## config.mk

```make
export PLATFORM = sky130hd
export DESIGN_NAME = ext_sram_ctrl
export DESIGN_NICKNAME = d
export VERILOG_FILES = /design/src/rtl/ext_sram_ctrl.sv
export SDC_FILE = /design/constraint.sdc
export NUM_CORES = 1
export LEC_CHECK = 0
export BUFFER_PORTS_ARGS = -buffer_cell sky130_fd_sc_hd__buf_2
export CORE_MARGIN = 8
export CORE_UTILIZATION = 23
export DETAILED_ROUTE_END_ITERATION = 12
export PLACE_DENSITY = 0.48
export REMOVE_ABC_BUFFERS = 1
export SYNTH_ARGS = -nofsm -noshare
export SYNTH_HDL_FRONTEND = slang
export SYNTH_SLANG_ARGS = --single-unit
```

## constraint.sdc

```tcl
create_clock -name i_clk -period 2.1 [get_ports i_clk]
set_clock_uncertainty 0.15 [all_clocks]
set_input_delay 0.42 -clock i_clk [delete_from_list [all_inputs] [get_ports i_clk]]
set_output_delay 0.42 -clock i_clk [all_outputs]
set_load 0.01 [all_outputs]
```

## src/rtl/ext_sram_ctrl.sv

```systemverilog
// Asynchronous external SRAM controller: turns a level cs/ack bus request into
// a SETUP / STROBE / RECOVER SRAM cycle with a programmable strobe width.
`timescale 1ns/1ps

module ext_sram_ctrl #(
  parameter int WAIT_CYCLES = 2
) (
  input  logic        i_clk,
  input  logic        i_reset_n,
  input  logic        i_cs,
  input  logic        i_we,
  input  logic [15:0] i_addr,
  input  logic [7:0]  i_dat,
  output logic [7:0]  o_dat,
  output logic        o_ack,
  output logic [15:0] o_sram_addr,
  output logic [7:0]  o_sram_dq,
  output logic        o_sram_dq_oe,
  input  logic [7:0]  i_sram_dq,
  output logic        o_sram_ce_n,
  output logic        o_sram_oe_n,
  output logic        o_sram_we_n
);

  localparam int         WAIT_EFF = (WAIT_CYCLES < 1) ? 1 : WAIT_CYCLES;
  localparam logic [3:0] WAIT_LOAD = 4'(WAIT_EFF - 1);

  typedef enum logic [2:0] {IDLE, SETUP, STROBE, RECOVER, DONE} state_t;

  state_t     state;
  logic       we_q;
  logic [3:0] wait_cnt;

  // NOTE: every register here, including the strobes, sits on the async reset so
  // a reset mid-cycle releases the SRAM bus immediately, without waiting for a clock.
  always_ff @(posedge i_clk or negedge i_reset_n) begin
    if (!i_reset_n) begin
      state        <= IDLE;
      we_q         <= 1'b0;
      wait_cnt     <= '0;
      o_dat        <= '0;
      o_ack        <= 1'b0;
      o_sram_addr  <= '0;
      o_sram_dq    <= '0;
      o_sram_dq_oe <= 1'b0;
      o_sram_ce_n  <= 1'b1;
      o_sram_oe_n  <= 1'b1;
      o_sram_we_n  <= 1'b1;
    end else begin
      // NOTE: non-blocking assignments throughout so every output is a clean
      // flop fed by the previous-cycle state.
      case (state)
        IDLE: begin
          o_ack <= 1'b0;
          if (i_cs) begin
            o_sram_addr  <= i_addr;
            o_sram_dq    <= i_dat;
            we_q         <= i_we;
            o_sram_dq_oe <= i_we;
            state        <= SETUP;
          end
        end
        SETUP: begin
          wait_cnt    <= WAIT_LOAD;
          o_sram_ce_n <= 1'b0;
          o_sram_oe_n <= we_q;
          o_sram_we_n <= !we_q;
          state       <= STROBE;
        end
        STROBE: begin
          if (wait_cnt == '0) begin
            o_sram_ce_n <= 1'b1;
            o_sram_oe_n <= 1'b1;
            o_sram_we_n <= 1'b1;
            if (!we_q) o_dat <= i_sram_dq;
            state <= RECOVER;
          end else begin
            wait_cnt <= wait_cnt - 4'd1;
          end
        end
        RECOVER: begin
          // Write data was held through this cycle for SRAM hold time.
          o_sram_dq_oe <= 1'b0;
          state        <= i_cs ? DONE : IDLE;
        end
        DONE: begin
          // ack flop follows DONE one edge later; dropping cs clears it on the same edge.
          if (!i_cs) begin
            o_ack <= 1'b0;
            state <= IDLE;
          end else begin
            o_ack <= 1'b1;
          end
        end
        default: state <= IDLE;
      endcase
    end
  end

endmodule

```

# Yosys cells after proc, flatten, opt, wreduce, memory -nomap -nowiden
# Cells that the tools add are included.
# totals
reg_bits	45
latch_bits	0
ram_bits	0
romBits	0
input_bits	36
out_inout_bits	37
wordCells	48
n_memories	0
# op_classes
add_sub_neg	1
mul	0
n_div	0
order_cmp	0
eq_ne	8
shifts	0
muxes	15
n_bitwise	1
reduce_logical	12
# ops
operator	n
$pmux 3 s5	1
$mux 3	4
$pmux 1 s2	5
$ne 2x2->1 const B	4
$pmux 4 s2	1
$reduce_and 2->1	4
$eq 3x2->1 const B	2
$reduce_and 3->1	2
$reduce_bool 2->1	3
$logic_not 4->1	1
$mux 4	1
$sub 4x1->4 const B	1
$eq 3x1->1 const B	1
$eq 3x3->1 const B	1
$logic_not 3->1	1
$mux 1	3
$logic_not 1->1	1
$not 1->1	1

# Logic depth before layout (Yosys ltp)
# logic_depth
depth_word	3
mapped_depth	5
mapped_depth_nobuf	5

# Worst setup path before layout
# Ideal clock, no wire load.
# synth_timing
path_type	register to register
start	reg wait_cnt[0]
end	reg o_dat[0]
setup_time_ns	0.125
arrival_ns	1.510
required_time_ns	1.825
setup_slack_ns	0.315
stages_incl_launch_ff	6
path_buffers	0
synth_period_minus_slack_ns	1.785
path_cell_list	dfrtp_1 inv_1 ha_1 nand4bb_1 nor3_4 mux2_2
# synth_between
elab_chain_len	2
# synth_lines
element	line_no	source
start: declaration	32	logic [3:0] wait_cnt;
start signal: assignment	78	wait_cnt <= wait_cnt - 4'd1;
$logic_not 4->1	71	if (wait_cnt == '0) begin
$reduce_and 3->1 (no source line)	-	
end signal: assignment	75	if (!we_q) o_dat <= i_sram_dq;
end: declaration	14	output logic [7:0] o_dat,
# Every way passes these cells.
# A chain may end at the register's enable or synchronous reset.

# Worst setup path after layout
# layout_timing
start	reg wait_cnt[0]
end	reg o_dat[2]
# The elaborated chain is that of the path after synthesis.

==> results.tsv <==
metric	value	unit
outcome	complete, no violations	
finalHoldViolCount	0	
clock_latency	290	ps
cts_made_buffers	5	
grt_pass1_vias	1563	
grt.total_usage	0.0840	
synthMuxAreaShare	0.202	
die_area	11400	sq um
power_density	1490	nW/um^2
n_antenna_cell	0	
critPathKind	reg -> reg	
netlist_area	1890	sq um
wl_per_cell	13.8	um
place_area	2410	sq um
synth_top_family_by_area	multiplexers	
synth_edf_count	0	
fp-row-count	33	
design.core.area	8090	sq um
worstPathRequired	2140	ps
cts_buffer_depth	2	
syn_inst	138	
ant_nets	0	
synth_top_cells_by_area	dfrtp_1 (56%), mux2_2 (19%), dfstp_2 (4.2%), ha_1 (1.3%), o21ai_0 (1.3%)	
hold_path_class	in -> reg	
cts.sink_count	45	
overflow	0	
cp_max_fo	8	
design_area	2550	sq um
rsz0062_at_grt	false	
io_buffers	72	
gp_congestion	0.749	
cp.arrival	1980	ps
dieWidth	107	um
synth-adder-area-share	0.0133	
grt_max_degree	34	
place_hpwl	3.36	mm
viasPerCell	4.25	
ir_worst_vdd	0.471	mV
synth_top_area_share	0.557	
synthSimpleGateAreaFrac	0.0849	
clkTransAtPathRegs	90	ps
max_freq	0.514	GHz
ys_seq_elements	45	
worst_pin_slew	537	ps
ys_types	37	
clock-root-buffer	clkbuf_8	
yosysSeqAreaShare	0.599	
drt_iter0_markers	46	
tns	0	ps
slew_headroom	0.641	
io-pin-count	73	
start_util	0.233	
ctsResizeCount	0	
nets	256	
setup_viol	0	
period_needed	1940	ps
synth_compound_gate_area_share	0.0664	
drive_gt1_frac	0.562	
grt_pass1_wl	7.71	mm
crit_path_end_kind	register	
ys.flop_type	dfrtp_1	
antenna_found_initial	0	
drc	0	
via_count	1378	
routed_wl	4.46	mm
ys_warn_count	0	
ys_top_cells_by_count	dfrtp_1 (42), mux2_2 (32), inv_1 (6)	
fp.dieH	107	um
yosysTopAreaCell	dfrtp_1	
synth_most_common_cell	dfrtp_1	
cts_tree	built	
leakage	1.19	nW
synthXorXnorAreaFrac	0.00464	
report.final.slew_viol_count	0	
firstDrtPassIters	4	
area_delta_synth_final	35.2	%
htreeDepth	2	
timing.final.crit_share	0.926	
syn_area_per_cell	13.7	sq um
ys_async_sr_fraction	1.00	
cap_violations	0	
crit_path_start_kind	register	
## per-stage QoR
| stage | setup slack, ps | util | power [mW] | instances | hold slack [ps] |
|---|---|---|---|---|---|
| 2_1_floorplan | 197 | - | 2.50 | 132 | -25.6 |
| 3_3_place_gp | 176 | 0.297 | 3.15 | 314 | 195 |
| 3_5_place_dp | 122 | 0.297 | 3.18 | 314 | 199 |
| 4_1_cts | 122 | 0.312 | 3.87 | 323 | 178 |
| 5_1_grt | 51.6 | 0.315 | 4.11 | 324 | 173 |
| 6_report | 156 | 0.315 | 3.79 | 324 | 194 |
## final cells by class
| cell class | instances | area [sq um] |
|---|---|---|
| clock inverter | 2 | 38.8 |
| inverter | 6 | 22.5 |
| timing repair buffer | 79 | 453 |
| clock buffer | 6 | 72.6 |
| tap | 105 | 131 |
| sequential | 45 | 1130 |
| fill | 892 | 5540 |
| multi-input combinational | 81 | 701 |
## cell families after synthesis
| kind of cell | Yosys count |
|---|---|
| flops | 45 |
| mux | 34 |
| simple gates | 25 |
| compound gates | 19 |
| buf+inv | 12 |
| fa+ha+maj | 2 |
| xor+xnor | 1 |
## layout by cell type (no fill, tap or decap), types with 3 or more instances in the layout
cell type	instances
nor3_1	3
dfrtp_1	42
buf_4	3
inv_1	6
o21ai_0	5
buf_12	3
dfstp_2	3
clkbuf_8	5
mux2_2	32
nor2_1	4
buf_2	72
nand2_1	3
a21oi_1	4
## path summary, 6_finish.rpt
check,cells after the start,endpoint,from,slack [ps]
setup reg to reg,6,o_dat[2]$_DFFE_PN0P_,wait_cnt[0]$_DFFE_PN0P_,160
hold / removal,2,o_dat[5]$_DFFE_PN0P_,i_sram_dq[5],190
hold reg to reg,2,o_sram_ce_n$_DFFE_PN1P_,o_sram_ce_n$_DFFE_PN1P_,340
min in group asynchronous,2,o_sram_addr[14]$_DFFE_PN0P_,i_reset_n,420
setup / recovery,6,o_dat[2]$_DFFE_PN0P_,wait_cnt[0]$_DFFE_PN0P_,160
max in group asynchronous,3,o_sram_oe_n$_DFFE_PN1P_,i_reset_n,830
## power breakdown
| group | switching, mW | internal (mW) | total (mW) |
|---|---|---|---|
| combinational | 0.777 | 0.824 | 1.60 |
| sequential | 0.234 | 1.30 | 1.54 |
| clock | 0.296 | 0.357 | 0.653 |
## critical path: stages (launching register included)
cell and delay, ps:
dfrtp_1 380, inv_1 130, ha_1 220, nand4bb_1 210
nor3_4 270, buf_12 150, mux2_2 320
## layer usage
metal / up-vias / global-route usage / routed length (um)
met4: 0 / 0.0302 / 56
met3: 4 / 0.0381 / 364
met5: - / 0 / 0
met2: 42 / 0.135 / 2180
li1: 651 / - / -
met1: 681 / 0.0967 / 1860
## sequential cells by signal (all words and copies together) (netlist names), 3 cells and up
register,count
o_sram_addr,16
o_dat,8
wait_cnt,4
o_sram_dq,8
state,3
## what timing repair did
item | CTS | global route
setup buffers | 0 | 1
setup endpoints to repair | 0 | 6
hold endpoints to repair | 12 | 0
hold buffers | 1 | 0
Note: power is estimated with default switching activity, not from simulation.
